<file path="config.mk">
export PLATFORM = sky130hd
export DESIGN_NAME = mdu_iter
export DESIGN_NICKNAME = d
export VERILOG_FILES = /design/src/rtl/mdu_iter.sv
export SDC_FILE = /design/constraint.sdc
export NUM_CORES = 1
export LEC_CHECK = 0
export ABC_CLOCK_PERIOD_IN_PS = 7100
export CAP_MARGIN = 20
export CORE_ASPECT_RATIO = 1.25
export CORE_MARGIN = 2
export CORE_UTILIZATION = 53
export CTS_CLUSTER_DIAMETER = 120
export DETAILED_ROUTE_END_ITERATION = 8
export GPL_ROUTABILITY_DRIVEN = 0
export PLACE_DENSITY = 0.78
export SYNTH_ARGS = -nofsm -noshare
export SYNTH_HDL_FRONTEND = slang
export SYNTH_SLANG_ARGS = --single-unit
</file>
<file path="constraint.sdc">
create_clock -name clk -period 7.1 [get_ports clk]
set_input_delay 1.42 -clock clk [delete_from_list [all_inputs] [get_ports clk]]
set_output_delay 1.42 -clock clk [all_outputs]
set_load 0.01 [all_outputs]
</file>
<file path="src/rtl/mdu_iter.sv">
// mdu_iter - iterative multiply/divide unit with HI/LO result registers.
//
// Computes one result bit per clock: shift-add multiply or restoring
// divide, both on operand magnitudes. A final cycle applies the sign
// correction and writes HI/LO.
//
// Ports:
//   clk    in   1      clock, rising-edge
//   reset  in   1      asynchronous active-high reset
//   start  in   1      begin an operation (sampled only while idle)
//   op     in   2      00 MULTU, 01 MULT, 10 DIVU, 11 DIV
//   a      in   WIDTH  multiplicand / dividend (rs)
//   b      in   WIDTH  multiplier / divisor (rt)
//   mthi   in   1      write wd into hi (idle only)
//   mtlo   in   1      write wd into lo (idle only)
//   wd     in   WIDTH  data for mthi/mtlo
//   busy   out  1      operation in progress
//   done   out  1      one-cycle pulse when hi/lo hold a new result
//   hi     out  WIDTH  product upper half / remainder
//   lo     out  WIDTH  product lower half / quotient
module mdu_iter #(
  parameter int WIDTH = 32
) (
  input  logic             clk,
  input  logic             reset,
  input  logic             start,
  input  logic [1:0]       op,
  input  logic [WIDTH-1:0] a,
  input  logic [WIDTH-1:0] b,
  input  logic             mthi,
  input  logic             mtlo,
  input  logic [WIDTH-1:0] wd,
  output logic             busy,
  output logic             done,
  output logic [WIDTH-1:0] hi,
  output logic [WIDTH-1:0] lo
);

  localparam int CW = $clog2(WIDTH + 1);
  localparam logic [CW-1:0] LAST = CW'(WIDTH - 1);

  typedef enum logic [1:0] {IDLE, RUN, FIX} state_t;

  state_t             state_q, state_d;
  logic [CW-1:0]      cnt_q, cnt_d;
  logic               isDiv_q, isDiv_d;
  logic               negRes_q, negRes_d;
  logic               negRem_q, negRem_d;
  logic [WIDTH-1:0]   opnd_q, opnd_d;
  logic [2*WIDTH-1:0] acc_q, acc_d;
  logic [WIDTH-1:0]   rem_q, rem_d;
  logic [WIDTH-1:0]   hi_q, hi_d;
  logic [WIDTH-1:0]   lo_q, lo_d;
  logic               done_q, done_d;

  // Operand magnitudes; sign flags are forced to 0 for unsigned ops.
  logic               aNeg, bNeg;
  logic [WIDTH-1:0]   aMag, bMag;
  assign aNeg = op[0] & a[WIDTH-1];
  assign bNeg = op[0] & b[WIDTH-1];
  assign aMag = aNeg ? -a : a;
  assign bMag = bNeg ? -b : b;

  // Multiply step: the low half of acc holds the remaining multiplier
  // bits, the high half the running partial product.
  logic [WIDTH:0]     mulSum;
  assign mulSum = {1'b0, acc_q[2*WIDTH-1:WIDTH]}
                + (acc_q[0] ? {1'b0, opnd_q} : {(WIDTH+1){1'b0}});

  // Divide step: the WIDTH+1-bit partial remainder is the stored
  // remainder shifted left with the next dividend bit. Once a trial
  // subtraction succeeds the difference is below the divisor, so a
  // WIDTH-bit difference is exact.
  logic [WIDTH:0]     shifted;
  logic               geq;
  logic [WIDTH-1:0]   diff;
  assign shifted = {rem_q, acc_q[WIDTH-1]};
  assign geq     = shifted >= {1'b0, opnd_q};
  assign diff    = shifted[WIDTH-1:0] - opnd_q;

  // Sign fix-up. Divide by zero naturally leaves remainder = |a|, which
  // the dividend-sign correction turns back into a; only the quotient
  // needs forcing to all ones.
  logic [2*WIDTH-1:0] prod;
  logic [WIDTH-1:0]   quot, remFix;
  assign prod   = negRes_q ? -acc_q : acc_q;
  assign quot   = negRes_q ? -acc_q[WIDTH-1:0] : acc_q[WIDTH-1:0];
  assign remFix = negRem_q ? -rem_q : rem_q;

  // State and datapath registers; reset aborts any operation in flight.
  always_ff @(posedge clk or posedge reset) begin
    if (reset) begin
      state_q  <= IDLE;
      cnt_q    <= '0;
      isDiv_q  <= 1'b0;
      negRes_q <= 1'b0;
      negRem_q <= 1'b0;
      opnd_q   <= '0;
      acc_q    <= '0;
      rem_q    <= '0;
      hi_q     <= '0;
      lo_q     <= '0;
      done_q   <= 1'b0;
    end else begin
      state_q  <= state_d;
      cnt_q    <= cnt_d;
      isDiv_q  <= isDiv_d;
      negRes_q <= negRes_d;
      negRem_q <= negRem_d;
      opnd_q   <= opnd_d;
      acc_q    <= acc_d;
      rem_q    <= rem_d;
      hi_q     <= hi_d;
      lo_q     <= lo_d;
      done_q   <= done_d;
    end
  end

  // Next-state logic: capture at start, iterate WIDTH times, then fix up.
  always_comb begin
    state_d  = state_q;
    cnt_d    = cnt_q;
    isDiv_d  = isDiv_q;
    negRes_d = negRes_q;
    negRem_d = negRem_q;
    opnd_d   = opnd_q;
    acc_d    = acc_q;
    rem_d    = rem_q;
    hi_d     = hi_q;
    lo_d     = lo_q;
    done_d   = 1'b0;

    // Direct writes are honoured whenever idle, including the done cycle
    // and alongside an accepted start.
    if (state_q == IDLE) begin
      if (mthi) hi_d = wd;
      if (mtlo) lo_d = wd;
    end

    unique case (state_q)
      IDLE: begin
        if (start) begin
          isDiv_d  = op[1];
          negRes_d = aNeg ^ bNeg;
          negRem_d = aNeg;
          acc_d    = {{WIDTH{1'b0}}, (op[1] ? aMag : bMag)};
          opnd_d   = op[1] ? bMag : aMag;
          rem_d    = '0;
          cnt_d    = '0;
          state_d  = RUN;
        end
      end
      RUN: begin
        cnt_d = cnt_q + 1'b1;
        if (isDiv_q) begin
          acc_d = {acc_q[2*WIDTH-1:WIDTH], acc_q[WIDTH-2:0], geq};
          rem_d = geq ? diff : shifted[WIDTH-1:0];
        end else begin
          acc_d = {mulSum, acc_q[WIDTH-1:1]};
        end
        if (cnt_q == LAST) state_d = FIX;
      end
      FIX: begin
        if (isDiv_q) begin
          hi_d = remFix;
          lo_d = (opnd_q == '0) ? {WIDTH{1'b1}} : quot;
        end else begin
          hi_d = prod[2*WIDTH-1:WIDTH];
          lo_d = prod[WIDTH-1:0];
        end
        done_d  = 1'b1;
        cnt_d   = '0;
        state_d = IDLE;
      end
      default: state_d = IDLE;
    endcase
  end

  assign busy = (state_q != IDLE);
  assign done = done_q;
  assign hi   = hi_q;
  assign lo   = lo_q;

endmodule

</file>
== Yosys cells after proc, flatten, opt, wreduce, memory -nomap -nowiden ==
Cells that the tools add are included.
Cells by class
  add/subtract/negate cells: 8
  $lt $le $gt $ge: 1
  eq/ne operators: 7
  muxes and demuxes: 30
  bitwise operators: 3
  reduce and logical (&&, ||, !) cells: 16
Operators with widths (number)
  32-bit two-way mux: 19
  64-bit two-way mux: 3
  32-bit negator: 4
  64-bit case mux with 2 select lines: 1
  64-bit negator: 1
  32-bit case mux with 2 select lines: 1
  32-bit by 32-bit adder with 33-bit output: 1
  33-bit by 32-bit >= comparator with 1-bit output: 1
  32-bit logical NOT: 1
  32-bit subtractor: 1
  6-bit case mux with 3 select lines: 1
  2-bit AND reduction: 6
  2-bit nonzero test: 5
  2-bit inequality test, second input constant: 4
  6-bit by 1-bit adder with 6-bit output, second input constant: 1
  6-bit by 5-bit equality test with 1-bit output, second input constant: 1
  6-bit two-way mux: 1
  3-bit AND reduction: 2
  2-bit two-way mux: 2
  2-bit case mux with 2 select lines: 1
  3-bit nonzero test: 1
  1-bit bitwise AND: 2
  2-bit by 1-bit equality test with 1-bit output, second input constant: 1
  2-bit equality test, second input constant: 1
  3 further kinds: 3
Word-level totals
  bits in registers: 204
  input port bits: 103
  output and inout bits: 66
  word-level logic and storage cells: 77

== Logic depth before layout (Yosys ltp) ==
  depth after elaboration: 5
  gate-level depth with buffers: 16
  depth with buffers taken out: 14

== Least setup slack after synthesis ==
OpenSTA, ideal clock, no wires.
  kind: in2reg
  start: input port b[15]
  end: register acc_q[31]
  arrival time: 3.881 ns
  data required time: 7.006 ns
  slack: 3.125 ns
  cell stages on the path: 11
  path buffers: 1
  cell sequence: or4_1 nor4_1 nand2b_1 or4_1 clkbuf_1 or3_1 nor2_1 nand2_1 a21boi_0 a21oi_1 a211oi_1
On the way
  longest elaborated chain between the ends: 5
RTL lines
  from (decl): RTL line 29  | input logic [WIDTH-1:0] b,
  32-bit negator: RTL line 62  | assign bMag = bNeg ? -b : b;
  32-bit two-way mux: RTL line 62
  32-bit two-way mux: RTL line 146  | acc_d = {{WIDTH{1'b0}}, (op[1] ? aMag : bMag)};
  64-bit two-way mux: RTL line 142  | if (start) begin
  64-bit case mux with 2 select lines: RTL line 140  | unique case (state_q)
  to (signal assigned): RTL line 99  | acc_q <= '0;
  to (signal assigned): RTL line 111  | acc_q <= acc_d;
  to (decl): RTL line 50  | logic [2*WIDTH-1:0] acc_q, acc_d;
No other way between the ends. The select of a mux whose other input is x is not followed.
A chain may end at the register's enable or synchronous reset.

== Final worst setup path ==
  start: register acc_q[0]
  end: register hi_q[26] (netlist: hi[26])
On the way
  longest elaborated chain between the ends: 4
RTL lines
  64-bit negator: RTL line 86  | assign prod = negRes_q ? -acc_q : acc_q;
  64-bit two-way mux: RTL line 86
  32-bit two-way mux: RTL line 164  | if (isDiv_q) begin
  32-bit two-way mux: RTL line 140
  to (signal assigned): RTL line 113  | hi_q <= hi_d;
  to (decl): RTL line 52  | logic [WIDTH-1:0] hi_q, hi_d;
No other way between the ends.

==> impl_metrics.json <==
{
  "critPathKind": "register to register",
  "post-route-period-util_pct": 61.84,
  "layout_min_cycle_time_ns": 4.391,
  "dr.pass1.iters": 8,
  "final_common_cell": "nand2_1",
  "htree_levels": 1,
  "dp_worst_setup_slack_ns": 2.348,
  "peakVddDrop_mv": 0.2072,
  "via_per_inst": 6.300,
  "num_vias": 16200,
  "fill_cells": 2627,
  "postCtsHoldBufs": 0,
  "synth_edf_count": 0,
  "cp_cell_sequence": "inv_1 > ha_1 > nand2b_1 > nor4_1 > nand4_1 > nor4_1 > buf_4 > nand3_1 > nor3_1 > nand2_1 > o21ai_0 > xor2_1 > a21oi_1",
  "coreArea_mm2": 0.03072,
  "worstPathArrival_ns": 4.79,
  "hold_violations": 0,
  "grt_pass1_vias": 15410,
  "combPwrFrac_pct": 61.0,
  "powerDensity_mw_per_mm2": 521.3,
  "die_h_um": 200.6,
  "synthArstFlopShare_pct": 100.0,
  "cts_tree": "yes",
  "final_nets": 2322,
  "path_max_fanout": 31,
  "synth_fp_nets": 2244,
  "postCtsSetupBuffers": 0,
  "dp_hpwl_mm": 40.47,
  "yosysWarningCount": 0,
  "ys_seq_elements": 204,
  "num_rows": 72,
  "switching_power_mw": 4.825,
  "slew_headroom_pct": 30.08,
  "diodes": 0,
  "setup_slack_ns": 2.709,
  "place_area_mm2": 0.01826,
  "setup_tns_ns": 0,
  "start_util_pct": 53.35,
  "sw_frac_of_total_pct": 48.43,
  "syn2layout_area_growth_pct": 16.63,
  "seqPwrFrac_pct": 25.7,
  "gr-total-overflow": 0,
  "clock.fmax_ghz": 0.2278,
  "rsz0062_at_grt": "false",
  "cp_slowest_stage_delay_ns": 0.72,
  "synthFlopType": "dfrtp_1",
  "crit_top_cell": "nor4_1",
  "drt_iter0_markers": 1497,
  "finalInstanceArea_mm2": 0.01912,
  "io_buffers": 168,
  "ant_nets": 0,
  "yosysSeqAreaShare_pct": 31.15,
  "die_w_um": 161.3,
  "antenna_found_initial": 0,
  "numCtsBuffers": 22,
  "required_ns": 7.50,
  "clk_latency_ns": 0.53,
  "min_path_type": "register to register",
  "worstSetupStartpointType": "register",
  "cts-root-buf": "clkbuf_16",
  "final_cells": 2571,
  "slowest_stage": "inv_1",
  "cts.sinks": 204,
  "critical_path.top_delay_family": "simple AND/OR/NAND/NOR gates",
  "ios": 169,
  "total_power_mw": 9.964,
  "synth_area_mm2": 0.01639,
  "place_inst": 2530,
  "status": "finished clean",
  "maxSlewViolCount": 0,
  "grt_use_total_pct": 31.59,
  "grt_max_degree": 123,
  "die-area_mm2": 0.03235,
  "wire_per_inst_um": 20.24,
  "p_leak_nw": 7.804,
  "wl_mm": 52.03,
  "drive_gt1_share_pct": 4.113,
  "worstMarginPinSlew_ns": 1.049,
  "cts_buffer_depth": 3,
  "syn_inst": 2070,
  "p_int_mw": 5.139,
  "cap_violations": 0,
  "fin_util_pct": 62.23,
  "skew_ns": 0.01202,
  "hold_slack_ns": 0.4796,
  "final_cell_mix": "243 x nand2_1, 219 x o21ai_0, 202 x dfrtp_1",
  "synth_cell_type_count": 72,
  "critPathBufInv": 2,
  "grt_pass1_wl_mm": 82.43,
  "syn_avg_cell_area_um2": 7.918,
  "setup_viol": 0,
  "cts_resized": 0,
  "path_clk_slew_ns": 0.06,
  "endpoint_kind": "register",
  "clkPwrFrac_pct": 13.2,
  "drc": 0
}
-- synthesized netlist by cell type, types with 38 or more instances --
master	count	area share, %
xor2_1	95	5.1
nand2_1	244	5.6
o21ai_0	219	6.7
clkbuf_1	119	2.7
nor3_1	38	1.2
nor2_1	162	3.7
a21oi_1	145	4.4
dfrtp_1	204	31
xnor2_1	105	5.6
o31ai_1	44	2.0
mux2i_1	39	2.4
ha_1	69	5.3
a211oi_1	44	2.0
inv_1	63	1.4
nand3_1	48	1.5
-- final timing paths --
kind / startpoint / to / slack (ns) / cells after the start
worst max-delay path: acc_q[0] / hi[26] / 2.71 / 13
worst min-delay path: cnt_q[5] / cnt_q[5] / 0.48 / 1
worst max register to register: acc_q[0] / hi[26] / 2.71 / 13
worst min register to register: cnt_q[5] / cnt_q[5] / 0.48 / 1
max in group asynchronous: reset / isDiv_q / 4.41 / 3
min in group asynchronous: reset / lo[29] / 1.47 / 2
-- worst reg2reg max path: cells and delay by family (launching register included) --
family | cells | cell delay, ns
fa+ha+maj | 1 | 0.32
simple gates | 7 | 2.04
buf+inv | 2 | 0.92
flops | 1 | 0.47
compound gates | 2 | 0.34
xor+xnor | 1 | 0.18
-- layout make-up --
class / instances / area (um^2) / share of cell area (%)
Multi-Input combinational cell: 1667 / 10570 / 55.30
Sequential cell: 204 / 5107 / 26.72
Timing Repair Buffer: 189 / 1847 / 9.661
Clock buffer: 29 / 638.1 / 3.338
Tap cell: 407 / 509.2 / 2.664
Inverter: 64 / 247.7 / 1.296
Clock inverter: 11 / 195.2 / 1.021
-- state kept, by name, indices dropped and copies added, names as in the netlist --
signal,flops
acc_q,64
cnt_q,6
done,1
hi,32
isDiv_q,1
lo,32
negRem_q,1
negRes_q,1
opnd_q,32
rem_q,32
state_q,2
-- cells by family (layout without fill, tap and decap cells) --
| group | after synthesis | after routing | share of synthesized area [%] |
|---|---|---|---|
| fa+ha+maj | 71 | 71 | 5.512 |
| mux | 40 | 40 | 2.451 |
| xor+xnor | 200 | 200 | 10.69 |
| simple gates | 673 | 673 | 19.55 |
| compound gates | 683 | 683 | 26.09 |
| buf+inv | 199 | 293 | 4.565 |
| flops | 204 | 204 | 31.15 |
-- power groups by stage --
stage               clock network, mW  logic (mW)  registers [mW]
global route                     1.37        6.68            2.63
detailed placement                  0        5.93            2.55
floorplan                           0        4.36            2.28
CTS                              1.33        5.97            2.53
global placement                    0        5.75            2.52
finish                           1.32        6.08            2.56
-- routing by layer --
metal | track usage [%] | wire length [um] | share of wire [%]
met3 | 3.450 | 4387 | 8.4
met5 | 0 | 0 | 0
met1 | 41.48 | 20970 | 40
met2 | 53.42 | 24480 | 47
met4 | 12.53 | 2184 | 4.2
No activity file was read; power rests on OpenSTA's default activity.
